[config.mk]
export PLATFORM = sky130hd
export DESIGN_NAME = parking_gate_ctrl_flat
export DESIGN_NICKNAME = d
export VERILOG_FILES = /design/src/rtl/parking_gate_ctrl_if.sv /design/src/rtl/parking_gate_ctrl.sv /design/src/flat_wrapper.sv
export SDC_FILE = /design/constraint.sdc
export NUM_CORES = 1
export LEC_CHECK = 0
export ABC_AREA = 1
export ABC_CLOCK_PERIOD_IN_PS = 2000
export CORE_MARGIN = 5
export CORE_UTILIZATION = 55
export CTS_CLUSTER_DIAMETER = 150
export DETAILED_ROUTE_END_ITERATION = 12
export MAX_ROUTING_LAYER = met4
export PLACE_DENSITY = 0.76
export SYNTH_ARGS = -nofsm -noshare
export SYNTH_HDL_FRONTEND = slang
export SYNTH_SLANG_ARGS = --single-unit
[constraint.sdc]
create_clock -name clk -period 2 [get_ports clk]
set_input_delay 0.6 -clock clk [delete_from_list [all_inputs] [get_ports clk]]
set_output_delay 0.6 -clock clk [all_outputs]
set_load 0.01 [all_outputs]
[src/rtl/parking_gate_ctrl_if.sv]
// ---------------------------------------------------------------------------
// parking_gate_ctrl_if
//
// Bundles the lane signals of the parking gate controller.
//   sensor_a   : outer beam, asynchronous, 1 = blocked
//   sensor_b   : inner beam, asynchronous, 1 = blocked
//   is_full    : lot-full status from the occupancy counter
//   is_empty   : lot-empty status from the occupancy counter
//   count_up   : one-cycle pulse per completed entry
//   count_down : one-cycle pulse per completed exit
//   gate_open  : gate actuator, 1 = open
//   full_lamp  : high while an entry is being refused
//   fault      : one-cycle pulse per protocol error or timeout
//
// master drives the sensors/status and observes the controller outputs;
// slave is the controller side.
// ---------------------------------------------------------------------------
interface parking_gate_ctrl_if;
    logic sensor_a;
    logic sensor_b;
    logic is_full;
    logic is_empty;
    logic count_up;
    logic count_down;
    logic gate_open;
    logic full_lamp;
    logic fault;

    modport master (
        output sensor_a,
        output sensor_b,
        output is_full,
        output is_empty,
        input  count_up,
        input  count_down,
        input  gate_open,
        input  full_lamp,
        input  fault
    );

    modport slave (
        input  sensor_a,
        input  sensor_b,
        input  is_full,
        input  is_empty,
        output count_up,
        output count_down,
        output gate_open,
        output full_lamp,
        output fault
    );
endinterface

[src/rtl/parking_gate_ctrl.sv]
// ---------------------------------------------------------------------------
// parking_gate_ctrl
//
// Two-beam vehicle direction detector and gate controller for a parking lane.
// Each beam is synchronised (2 flops) and debounced; the filtered beams drive
// a transit FSM that opens the gate, refuses entries when the lot is full,
// reports completed entries/exits as counter pulses and flags protocol
// errors or stalled transits with a fault pulse.
//
// Ports
//   clk    : single clock, rising edge
//   reset  : synchronous, active-high
//   bus    : parking_gate_ctrl_if.slave (sensors, lot status, outputs)
//
// Parameters
//   DEBOUNCE_CYCLES : 1..15, consecutive differing samples before a filtered
//                     beam changes
//   TIMEOUT_CYCLES  : 2..65535, maximum cycles in any timed (non-idle) state
//
// All outputs are registered. Raw beam to FSM input latency is
// 2 + DEBOUNCE_CYCLES cycles.
// ---------------------------------------------------------------------------
module parking_gate_ctrl #(
    parameter int unsigned DEBOUNCE_CYCLES = 4,
    parameter int unsigned TIMEOUT_CYCLES  = 1000
) (
    input  logic               clk,
    input  logic               reset,
    parking_gate_ctrl_if.slave bus
);

    localparam logic [3:0]  DEB_LAST   = 4'(DEBOUNCE_CYCLES - 1);
    localparam logic [15:0] DWELL_LAST = 16'(TIMEOUT_CYCLES - 1);

    typedef enum logic [3:0] {
        S_IDLE,
        S_ENT_A,
        S_ENT_AB,
        S_ENT_B,
        S_EXT_B,
        S_EXT_BA,
        S_EXT_A,
        S_REJECT,
        S_WAIT_CLR
    } state_t;

    state_t      state;
    logic [15:0] dwell;

    logic        sync_a_p0;
    logic        sync_a_p1;
    logic        sync_b_p0;
    logic        sync_b_p1;
    logic        fa;
    logic        fb;
    logic [3:0]  deb_cnt_a;
    logic [3:0]  deb_cnt_b;

    logic        gate_open_r;
    logic        full_lamp_r;
    logic        count_up_r;
    logic        count_down_r;
    logic        fault_r;

    // Dwell counter saturates so a long stay in IDLE never wraps.
    function automatic logic [15:0] sat_inc16(input logic [15:0] v);
        return (v == 16'hFFFF) ? v : v + 16'd1;
    endfunction

    // States that are bounded by the dwell timeout.
    function automatic logic timed_state(input state_t s);
        return (s != S_IDLE) && (s != S_WAIT_CLR);
    endfunction

    // The filtered value flips on the DEBOUNCE_CYCLES-th consecutive
    // differing sample.
    function automatic logic deb_flip(input logic syn, input logic filt,
                                      input logic [3:0] cnt);
        return (syn != filt) && (cnt == DEB_LAST);
    endfunction

    // Any agreeing sample (or a flip) restarts the run length.
    function automatic logic [3:0] deb_next_cnt(input logic syn, input logic filt,
                                                input logic [3:0] cnt);
        return ((syn == filt) || (cnt == DEB_LAST)) ? 4'd0 : cnt + 4'd1;
    endfunction

    // ---- stage p0/p1: two-flop synchronisers, then debounce ----------------
    always_ff @(posedge clk) begin
        if (reset) begin
            sync_a_p0 <= 1'b0;
            sync_a_p1 <= 1'b0;
            sync_b_p0 <= 1'b0;
            sync_b_p1 <= 1'b0;
            fa        <= 1'b0;
            fb        <= 1'b0;
            deb_cnt_a <= 4'd0;
            deb_cnt_b <= 4'd0;
        end else begin
            sync_a_p0 <= bus.sensor_a;
            sync_a_p1 <= sync_a_p0;
            sync_b_p0 <= bus.sensor_b;
            sync_b_p1 <= sync_b_p0;

            deb_cnt_a <= deb_next_cnt(sync_a_p1, fa, deb_cnt_a);
            deb_cnt_b <= deb_next_cnt(sync_b_p1, fb, deb_cnt_b);
            if (deb_flip(sync_a_p1, fa, deb_cnt_a)) fa <= sync_a_p1;
            if (deb_flip(sync_b_p1, fb, deb_cnt_b)) fb <= sync_b_p1;
        end
    end

    // ---- transit FSM on filtered beams, registered outputs -----------------
    // Pulses default low every cycle; gate/lamp only change on transitions,
    // so they are written only where the state changes. Every transition
    // also clears the dwell counter (the later NBA overrides the increment).
    always_ff @(posedge clk) begin
        if (reset) begin
            state        <= S_IDLE;
            dwell        <= 16'd0;
            gate_open_r  <= 1'b0;
            full_lamp_r  <= 1'b0;
            count_up_r   <= 1'b0;
            count_down_r <= 1'b0;
            fault_r      <= 1'b0;
        end else begin
            count_up_r   <= 1'b0;
            count_down_r <= 1'b0;
            fault_r      <= 1'b0;
            dwell        <= sat_inc16(dwell);

            // A stalled transit or refusal wins over any beam change seen in
            // the same cycle, so no state ever exceeds TIMEOUT_CYCLES.
            if (timed_state(state) && (dwell == DWELL_LAST)) begin
                state       <= S_WAIT_CLR;
                dwell       <= 16'd0;
                gate_open_r <= 1'b0;
                full_lamp_r <= 1'b0;
                fault_r     <= 1'b1;
            end else begin
                case (state)
                    S_IDLE: begin
                        if (fa && fb) begin
                            // Both beams appearing together is not a valid
                            // approach from either side.
                            state   <= S_WAIT_CLR;
                            dwell   <= 16'd0;
                            fault_r <= 1'b1;
                        end else if (fa && !bus.is_full) begin
                            state       <= S_ENT_A;
                            dwell       <= 16'd0;
                            gate_open_r <= 1'b1;
                        end else if (fa) begin
                            state       <= S_REJECT;
                            dwell       <= 16'd0;
                            full_lamp_r <= 1'b1;
                        end else if (fb) begin
                            state       <= S_EXT_B;
                            dwell       <= 16'd0;
                            gate_open_r <= 1'b1;
                        end
                    end

                    S_ENT_A: begin
                        if (fb) begin
                            state <= S_ENT_AB;
                            dwell <= 16'd0;
                        end else if (!fa) begin
                            // Backed out before reaching the inner beam.
                            state       <= S_IDLE;
                            dwell       <= 16'd0;
                            gate_open_r <= 1'b0;
                        end
                    end

                    S_ENT_AB: begin
                        if (!fa && fb) begin
                            state <= S_ENT_B;
                            dwell <= 16'd0;
                        end else if (fa && !fb) begin
                            state <= S_ENT_A;
                            dwell <= 16'd0;
                        end
                    end

                    S_ENT_B: begin
                        if (fa) begin
                            state <= S_ENT_AB;
                            dwell <= 16'd0;
                        end else if (!fb) begin
                            state       <= S_IDLE;
                            dwell       <= 16'd0;
                            gate_open_r <= 1'b0;
                            count_up_r  <= 1'b1;
                        end
                    end

                    S_EXT_B: begin
                        if (fa) begin
                            state <= S_EXT_BA;
                            dwell <= 16'd0;
                        end else if (!fb) begin
                            state       <= S_IDLE;
                            dwell       <= 16'd0;
                            gate_open_r <= 1'b0;
                        end
                    end

                    S_EXT_BA: begin
                        if (fa && !fb) begin
                            state <= S_EXT_A;
                            dwell <= 16'd0;
                        end else if (!fa && fb) begin
                            state <= S_EXT_B;
                            dwell <= 16'd0;
                        end
                    end

                    S_EXT_A: begin
                        if (fb) begin
                            state <= S_EXT_BA;
                            dwell <= 16'd0;
                        end else if (!fa) begin
                            state       <= S_IDLE;
                            dwell       <= 16'd0;
                            gate_open_r <= 1'b0;
                            // An exit from an empty lot means the occupancy
                            // count is wrong; report instead of underflowing.
                            if (bus.is_empty) fault_r      <= 1'b1;
                            else              count_down_r <= 1'b1;
                        end
                    end

                    S_REJECT: begin
                        if (fb) begin
                            // Refused vehicle forced past the closed gate.
                            state       <= S_WAIT_CLR;
                            dwell       <= 16'd0;
                            full_lamp_r <= 1'b0;
                            fault_r     <= 1'b1;
                        end else if (!fa) begin
                            state       <= S_IDLE;
                            dwell       <= 16'd0;
                            full_lamp_r <= 1'b0;
                        end
                    end

                    S_WAIT_CLR: begin
                        if (!fa && !fb) begin
                            state <= S_IDLE;
                            dwell <= 16'd0;
                        end
                    end

                    default: begin
                        state       <= S_IDLE;
                        dwell       <= 16'd0;
                        gate_open_r <= 1'b0;
                        full_lamp_r <= 1'b0;
                    end
                endcase
            end
        end
    end

    assign bus.gate_open  = gate_open_r;
    assign bus.full_lamp  = full_lamp_r;
    assign bus.count_up   = count_up_r;
    assign bus.count_down = count_down_r;
    assign bus.fault      = fault_r;

endmodule

[src/flat_wrapper.sv]
// flat-port wrapper written by rule: the top's interface ports become plain ports
module parking_gate_ctrl_flat 
#(
    parameter int unsigned DEBOUNCE_CYCLES = 4,
    parameter int unsigned TIMEOUT_CYCLES  = 1000
)
  (clk, reset, bus_sensor_a, bus_sensor_b, bus_is_full, bus_is_empty, bus_count_up, bus_count_down, bus_gate_open, bus_full_lamp, bus_fault);
  parking_gate_ctrl_if bus_i ();
  input  logic clk;
  input  logic reset;
  input wire logic [$bits(bus_i.sensor_a)-1:0] bus_sensor_a;
  input wire logic [$bits(bus_i.sensor_b)-1:0] bus_sensor_b;
  input wire logic [$bits(bus_i.is_full)-1:0] bus_is_full;
  input wire logic [$bits(bus_i.is_empty)-1:0] bus_is_empty;
  output wire logic [$bits(bus_i.count_up)-1:0] bus_count_up;
  output wire logic [$bits(bus_i.count_down)-1:0] bus_count_down;
  output wire logic [$bits(bus_i.gate_open)-1:0] bus_gate_open;
  output wire logic [$bits(bus_i.full_lamp)-1:0] bus_full_lamp;
  output wire logic [$bits(bus_i.fault)-1:0] bus_fault;
  assign bus_i.sensor_a = bus_sensor_a;
  assign bus_i.sensor_b = bus_sensor_b;
  assign bus_i.is_full = bus_is_full;
  assign bus_i.is_empty = bus_is_empty;
  assign bus_count_up = bus_i.count_up;
  assign bus_count_down = bus_i.count_down;
  assign bus_gate_open = bus_i.gate_open;
  assign bus_full_lamp = bus_i.full_lamp;
  assign bus_fault = bus_i.fault;
  parking_gate_ctrl #(.DEBOUNCE_CYCLES(DEBOUNCE_CYCLES), .TIMEOUT_CYCLES(TIMEOUT_CYCLES)) u_core (.clk(clk), .reset(reset), .bus(bus_i));
endmodule
# Yosys cells after proc, flatten, opt, wreduce, memory -nomap -nowiden
# Index checks and enable logic that the tools add are counted.
# word_totals
regBits,39
input_bits,6
elab_cells,144
# classes
n_addsub,3
eq_ne,35
muxes,56
bitwise,4
n_reduce_logical,30
# ops
op,n
16-bit two-way mux,14
16-bit one-hot mux with 6 select lines,1
4-bit two-way mux,17
4-bit one-hot mux with 9 select lines,1
1-bit two-way mux,20
"16-bit by 1-bit adder with 16-bit output, second input constant",1
"16-bit by 10-bit == test with 1-bit output, second input constant",1
"16-bit == test, second input constant",1
"4-bit by 2-bit == test with 1-bit output, second input constant",4
"4-bit by 3-bit == test with 1-bit output, second input constant",4
"2-bit inequality test, second input constant",6
"3-bit by 1-bit inequality test with 1-bit output, second input constant",4
2-bit OR reduction,5
1-bit logical AND,9
"4-bit by 1-bit adder with 4-bit output, second input constant",2
"4-bit by 1-bit inequality test with 1-bit output, second input constant",2
4-bit AND reduction,2
8-bit AND reduction,1
4-bit OR reduction,2
7-bit OR reduction,1
"3-bit inequality test, second input constant",2
"6-bit by 1-bit inequality test with 1-bit output, second input constant",1
1-bit one-hot mux with 3 select lines,2
"5-bit by 1-bit inequality test with 1-bit output, second input constant",1
other kinds (15),24

# Longest topological paths before layout
# Gate-level depths: netlist (run 1).
# logic_depth
ltp_word,7
mapped_depth,11
ltp_nobuf,9

# Least setup slack after synthesis (run 1)
# Ideal clock, no wire load.
# synth_path
path_type,flip-flop to flip-flop
startpoint,register u_core.fb
endpoint,register u_core.dwell[4]
t_arrival_ns,1.575
t_required_ns,1.938
path_slack_ns,0.364
stages_incl_launch_ff,11
path_buffers,2
period_less_slack_ns,1.636
cell_sequence,dfxtp_1 buf_2 inv_1 ha_1 nor2_1 nand2_2 o21ai_2 nand3b_4 nand2_4 buf_12 nor2_4
# synth_via
elab_chain_cells,5
elab_cells_between_ends,18
# synth_rtl
item,line,text
from (decl),parking_gate_ctrl.sv:55,logic fb;
from (signal assigned),parking_gate_ctrl.sv:96,fb <= 1'b0;
16-bit two-way mux or 1-bit zero test (tied branches),--,
16-bit two-way mux or 1-bit logical AND (tied branches),"parking_gate_ctrl.sv:152, parking_gate_ctrl.sv:179, parking_gate_ctrl.sv:209",
"16-bit two-way mux, on equally long branches","parking_gate_ctrl.sv:148, parking_gate_ctrl.sv:179",
"16-bit two-way mux, on equally long branches","parking_gate_ctrl.sv:142, parking_gate_ctrl.sv:176",
16-bit one-hot mux with 6 select lines (*),parking_gate_ctrl.sv:140,case (state)
to (signal assigned),parking_gate_ctrl.sv:129,dwell <= sat_inc16(dwell);
to (decl),parking_gate_ctrl.sv:48,logic [15:0] dwell;
# Every way passes the cells marked *; elsewhere a longest branch is shown, timed or not.
# A chain may end at the register's enable or synchronous reset.

# Worst setup path after layout (run 1)
# layout_path
startpoint,register u_core.fb
endpoint,register u_core.dwell[1]
# The elaborated chain is that of the path after synthesis.

==> results of run 1 <==
[layer usage]
metal	global-route usage	vias to the layer above
met5	-	-
met4	0.06408	0
met3	0.05013	4
met2	0.3087	53
met1	0.2540	923
li1	-	1113
[state kept, by name, summed over array words and instances (netlist names), 4 cells and up]
signal,cells
u_core.dwell,16
u_core.deb_cnt_a,4
u_core.deb_cnt_b,4
u_core.state,4
[through the flow]
| step | std cells | hold slack [ns] |
|---|---|---|
| 6_report | 413 | 0.4110 |
| 5_1_grt | 413 | 0.4342 |
| 4_1_cts | 413 | 0.4143 |
| 3_5_place_dp | 405 | 0.4014 |
| 3_3_place_gp | 405 | 0.3884 |
| 2_1_floorplan | 344 | 0.3883 |
[cell type report]
class	instances	area share
timing repair buffer	15	0.05198
multi-input combinational	256	0.5213
clock inverter	2	0.01323
clock buffer	6	0.03119
inverter	45	0.06380
tap	50	0.02363
sequential	39	0.2949
[where the power goes]
group | internal, mW | switching [mW] | total, mW
Sequential | 0.786 | 0.00671 | 0.793
Clock | 0.403 | 0.274 | 0.678
Combinational | 0.0236 | 0.0318 | 0.0554
[tightest hold or removal path: cells and delay by family, from the launching register on]
| kind | cells | cell delay (ns) |
|---|---|---|
| flip-flops | 1 | 0.30 |
| buffers and inverters | 1 | 0.04 |
| AND/OR/NAND/NOR | 1 | 0.03 |
[cells by family (layout without fill, tap and decap cells)]
family | count (synthesis) | after routing
xor+xnor | 7 | 7
compound gates | 37 | 37
flops | 39 | 39
fa+ha+maj | 8 | 8
buf+inv | 49 | 68
simple gates | 204 | 204
[placed cells by master, fill, tap and decap left out, types with 2 or more instances in the layout]
| cell | synthesis | routed |
|---|---|---|
| nor2_2 | 7 | 8 |
| nor4_1 | 2 | 2 |
| nor2_1 | 65 | 64 |
| dfxtp_1 | 39 | 39 |
| inv_2 | 5 | 5 |
| nand4_1 | 2 | 2 |
| nand3_1 | 30 | 30 |
| ha_1 | 8 | 8 |
| clkdlybuf4s50_1 | 0 | 10 |
| or2_2 | 4 | 4 |
| nand2_2 | 10 | 10 |
| xor2_1 | 6 | 6 |
| inv_1 | 39 | 39 |
| o21ai_0 | 14 | 14 |
| nand2_1 | 63 | 63 |
| buf_4 | 0 | 5 |
| clkbuf_8 | 0 | 6 |
| nor3_1 | 2 | 2 |
| a21oi_1 | 16 | 16 |
| nor2_4 | 13 | 13 |
[path summary, 6_finish.rpt]
kind / cells past startpoint / from / slack (ns) / end
max: 8 / u_core.fb / 0.15 / u_core.dwell[1]
min: 2 / u_core.sync_a_p0 / 0.41 / u_core.sync_a_p1
max reg2reg: 8 / u_core.fb / 0.15 / u_core.dwell[1]
min reg2reg: 2 / u_core.sync_a_p0 / 0.41 / u_core.sync_a_p1
==> summary.md, run 1 <==
| Metric | Value |
|---|---|
| Outcome | completed |
| M1 WL | 2.329 mm |
| Post-synthesis instance total | between 300 and 400 |
| Area Growth Syn to Fin | 11.78% |
| Critical Path RT | between 2 and 2.5 ns |
| GRT Overall Usage | 0.1990 |
| Synthesized flop and latch total | 39 |
| Buf+Inv Stages, Crit Path | 1 |
| Leading area contributor after synthesis | dfxtp_1 |
| Synthesized area | between 0.002 and 0.0025 mm^2 |
| Fillers | 382 |
| Sequential fraction of the synthesis area | 0.3296 |
| GRT Residual Overflow | 0 |
| Worst skew pair latency | slightly below 0.3 ns |
| Routed WL | 4.865 mm |
| DR pass1 iterations | 5 |
| Layout Skew | 0.006572 ns |
| Worst VDD drop | 0.0005404 V |
| Synth top area share | 0.3296 |
| Most frequent cells after synthesis | nor2_1 (65), nand2_1 (63), dfxtp_1 (39), inv_1 (39), nand3_1 (30) |
| Main synth FF type | dfxtp_1 |
| Synthesis Warnings | 0 |
| Max cap viols | 0 |
| CP max stage delay | a little under 0.5 ns |
| Tcrit/Tclk final | 0.9227 |
| Largest family of logic cells by synthesized area | simple AND/OR/NAND/NOR gates |
| Final worst slack | 0.1546 ns |
| Initial antenna violation count | 0 |
| Multi-input logic area | 0.001380 mm^2 |
| Crit-path max FO | 15 |
| Pin count of the biggest net entering global routing | 16 |
| Remaining antenna violation count after routing | 0 |
| Met2 WL | ~2.2 mm |
| Top layer in use | met4 |
| Measured slew at the worst slew-check pin | roughly 0.42 ns |
| Setup Slack @ Placement | approximately 0.11 ns |
| Vias in the first global route | about 1,900 |
| Crit end category | flip-flop |
| Die width | 75.63 um |
| Simple logic cell fraction of the synthesized area | 0.4284 |
| Xor/xnor share of the synthesized area | 0.02588 |
| Adder-cell share of the synthesized area | 0.04226 |
| Final Cell Area | 0.002648 mm^2 |
| Number of diodes | 0 |
| Fmax | 541.9 MHz |
| Core area | 0.004086 mm^2 |
| Ratio of cells with drive above 1 in the final layout | 0.1598 |
| Pleak | 1.136 nW |
| Final Hold Vio Count | 0 |
| Met3 WL | about 300 um |
| Setup TNS | 0 ns |
| Number of synthesized flops with an enable pin | 0 |
| Num CTS Buffers | 5 |
| Hpwl dp | 3.787 mm |
| Compound-Gate Fraction of Synth Area | 0.08505 |
| # hold bufs at CTS | 0 |
| Critical path class | flip-flop to flip-flop |
| RSZ-0062 raised after global routing | false |
| Total power | approximately 1.5 mW |
| Min Tclk post-route | between 1.5 and 2 ns |
| Final nets | around 380 |
| Areal power density over the cells | 576.4 mW/mm^2 |
| Pins over their slew limit | 0 |
| Clk pin slew, worst setup/hold paths | 0.08 ns |
| Most numerous cell in the Yosys netlist | nor2_1 |
| CTS H-Tree Depth | 2 |
| Routability cong. | just under 1 |
| Post-synthesis area per instance | 6.885 um^2 |
| Wire length of the first global-routing pass | 8.362 mm |
| Count of different cell masters after synthesis | 35 |
| DRT iter0 DRCs | 185 |
| # clock sinks | 39 |
| Initial Utilization | 0.5796 |
| Max Root-Sink Buffers | 2 |
| Worst-path cell chain | inv_1 -> ha_1 -> nor2_1 -> nand2_2 -> o21ai_2 -> nand3b_4 -> nand2_4 -> nor2_1 |
| Die area | 0.005719 mm^2 |
| Post-CTS sizing | 0 |
| Post-DR vias/cell | 5.068 |
| DP Area | 0.002527 mm^2 |
| Final core utilization | 0.6479 |
| Final setup viols | 0 |
| Port bufs | 10 |
| Mux contribution to synthesized area | 0 |
| Net Count, Synth | 358 |
| TritonCTS clock tree | yes |
| Worst relative slew slack | 0.7194 |
| Synth top area cells | dfxtp_1 (33%), nor2_1 (10%), nand2_1 (10%), nand3_1 (6.3%), inv_1 (6.2%) |
| Die height | 75.63 um |
| Worst setup SP type | flip-flop |
| WL per Instance | 11.78 um |
| IO Pins | 11 |
| Worst EP arrival | ~2.1 ns |
| Slowest-stage cell, CP | dfxtp_1 |
| Crit-path leading delay family | simple AND/OR/NAND/NOR gates |
| FP Rows | 23 |
| Clock root cell | clkbuf_8 |
| Worst Hold Class | flip-flop to flip-flop |
| Sequential cell area | between 700 and 800 um^2 |
| DRC viols | 0 |
| Fraction of registers with async set/reset | 0 |
| Setup bufs post-CTS | 0 |
| Vias post-DR | 2,093 |
| Critical path's most frequent cell | nor2_1 |
No activity file was read; power rests on OpenSTA's default activity.
==> run 2: changes to the inputs <==
--- a/config.mk
+++ b/config.mk
@@ -7,10 +7,10 @@
 export LEC_CHECK = 0
 export ABC_AREA = 1
 export ABC_CLOCK_PERIOD_IN_PS = 2000
-export CORE_MARGIN = 5
 export CORE_UTILIZATION = 55
 export CTS_CLUSTER_DIAMETER = 150
 export DETAILED_ROUTE_END_ITERATION = 12
+export GPL_ROUTABILITY_DRIVEN = 0
 export MAX_ROUTING_LAYER = met4
 export PLACE_DENSITY = 0.76
 export SYNTH_ARGS = -nofsm -noshare
==> summary.md, run 2 (synthesis results as in run 1) <==
| Metric | Value |
|---|---|
| Outcome | completed |
| Area Growth Syn to Fin | 10.46% |
| Worst relative slew slack | 0.7061 (-0.01327) |
| Most common cell after layout, fill and taps aside | nor2_1 |
| Min Tclk post-route | 1.866 ns (+0.02063 ns) |
| Vias post-DR | 2,143 (+2.4%) |
| # hold bufs at CTS | 0 (unchanged) |
| Core area | 0.004058 mm^2 (-0.70%) |
| Fmax | 535.9 MHz (-1.1%) |
| Wire length of the first global-routing pass | 7.879 mm (-5.8%) |
| DRT iter0 DRCs | 215 (+16%) |
| Areal power density over the cells | 527.5 mW/mm^2 (-8.5%) |
| Pin count of the biggest net entering global routing | 16 (unchanged) |
| Worst Hold Class | flip-flop to flip-flop |
| GRT Residual Overflow | 0 (unchanged) |
| Fin cells | 413 (unchanged) |
| Worst EP arrival | 2.09 ns (+0.02 ns) |
| Pins over their slew limit | 0 (unchanged) |
| Critical path's most frequent cell | nor2_1 |
| Crit-path max FO | 15 (unchanged) |
| Setup TNS | 0 ns (unchanged) |
| CP max stage delay | 0.59 ns (+0.10 ns) |
| DRC viols | 0 (unchanged) |
| Max reg flops | 16 (unchanged) |
| Hpwl dp | 3.644 mm (-3.8%) |
| Final nets | 376 (unchanged) |
| Die width | 67.63 um (-11%) |
| Setup bufs post-CTS | 0 (unchanged) |
| Clock root cell | clkbuf_8 |
| Crit end category | flip-flop |
| DR pass1 iterations | 5 (unchanged) |
| M1 WL | 2.222 mm (-4.6%) |
| Clk pin slew, worst setup/hold paths | 0.08 ns (about the same) |
| Port bufs | 10 (unchanged) |
| Routed WL | 4.704 mm (-3.3%) |
| CTS H-Tree Depth | 2 (unchanged) |
| Tcrit/Tclk final | 0.9330 (+0.01032) |
| Measured slew at the worst slew-check pin | 0.4402 ns (+0.01987 ns) |
| Pleak | 1.115 nW (-1.9%) |
| IO Pins | 11 (unchanged) |
| Num CTS Buffers | 5 (unchanged) |
| Number of diodes | 0 (unchanged) |
| Max Root-Sink Buffers | 2 (unchanged) |
| Vias in the first global route | 1,851 (-1.9%) |
| GRT Overall Usage | 0.2353 (+0.03621) |
| Initial Utilization | 0.5837 (+0.004111) |
| Slowest-stage cell, CP | dfxtp_1 |
| Final core utilization | 0.6448 (-0.003114) |
| Critical Path RT | 2.22 ns (about the same) |
| Met3 WL | 279 um (-6.4%) |
| Worst setup SP type | flip-flop |
| Worst skew pair latency | 0.29 ns (about the same) |
| Initial antenna violation count | 0 (unchanged) |
| Layout Skew | 0.01217 ns (+0.005603 ns) |
| Placed insts | 405 (unchanged) |
| Fillers | 372 (-2.6%) |
| Final setup viols | 0 (unchanged) |
| Buf+Inv Stages, Crit Path | 1 (unchanged) |
| WL per Instance | 11.39 um (-3.3%) |
| Die area | 0.004573 mm^2 (-20%) |
| Most flop-heavy register | u_core.dwell |
| TritonCTS clock tree | yes |
| Top layer in use | met4 |
| Max cap viols | 0 (unchanged) |
| Critical path class | flip-flop to flip-flop |
| # clock sinks | 39 (unchanged) |
| FP Rows | 23 (unchanged) |
| Most frequent cells in the layout | nor2_1 (65), nand2_1 (63), inv_1 (39), dfxtp_1 (39), nand3_1 (30) |
| RSZ-0062 raised after global routing | false |
| Die height | 67.63 um (-11%) |
| Post-CTS sizing | 0 (unchanged) |
| Total power | 1.380 mW (-9.6%) |
| Worst VDD drop | 0.0004709 V (-13%) |
| Post-DR vias/cell | 5.189 (+2.4%) |
| Worst-path cell chain | inv_2 -> ha_1 -> nor2_1 -> nand2_2 -> o21ai_2 -> nand3b_4 -> nand2_4 -> nor2_1 |
| Remaining antenna violation count after routing | 0 (unchanged) |
| Met2 WL | 2.133 mm (-1.9%) |
| Crit-path leading delay family | simple AND/OR/NAND/NOR gates |
| Final Hold Vio Count | 0 (unchanged) |
| Ratio of cells with drive above 1 in the final layout | 0.1570 (-0.002755) |
[run 2: changes by cell type in the layout (fill, tap and decap cells not counted), sizes merged]
cell | before | now
clkinvlp | 0 | 2
clkbuf | 6 | 5
bufinv | 1 | 0
[run 2: layer usage]
metal | track usage | vias up
li1 | - | 1116
met1 | 0.3050 | 951
met2 | 0.3663 | 70
met3 | 0.04392 | 6
met4 | 0.07181 | 0
met5 | - | -
[run 2: final timing paths]
check / start / cells past startpoint / endpoint / slack [ns]
max: u_core.fa / 8 / u_core.dwell[3] / 0.13
min: u_core.sync_b_p0 / 2 / u_core.sync_b_p1 / 0.40
max reg2reg: u_core.fa / 8 / u_core.dwell[3] / 0.13
min reg2reg: u_core.sync_b_p0 / 2 / u_core.sync_b_p1 / 0.40
[run 2: final cells by class]
cell class                 count  area [um^2]  area share
timing repair buffer          15        137.6     0.05261
multi-input combinational    256         1378      0.5265
tap                           50        62.56     0.02391
clock inverter                 3        20.02    0.007652
sequential                    39        780.7      0.2984
clock buffer                   5        68.82     0.02630
inverter                      45        168.9     0.06456
[run 2: tightest hold or removal path: stages (launching register included)]
cell and delay, ns:
dfxtp_1 0.30, inv_1 0.04, nor2_1 0.03
[run 2: report_power, final]
group	switching (mW)	internal, mW	total [mW]
combinational	0.0318	0.0245	0.0562
sequential	0.00644	0.786	0.792
clock	0.289	0.243	0.532
total	0.327	1.05	1.38
[run 2: per-stage QoR]
step	cell area (um^2)	setup slack, ns	hold WS, ns
final	2616	0.1339	0.4045
after global routing	2616	0.02720	0.4199
after CTS	2616	0.1519	0.4073
after detailed placement	2527	0.1041	0.3959
after global placement	2527	0.1470	0.3928
after floorplan	2369	0.3636	0.3883
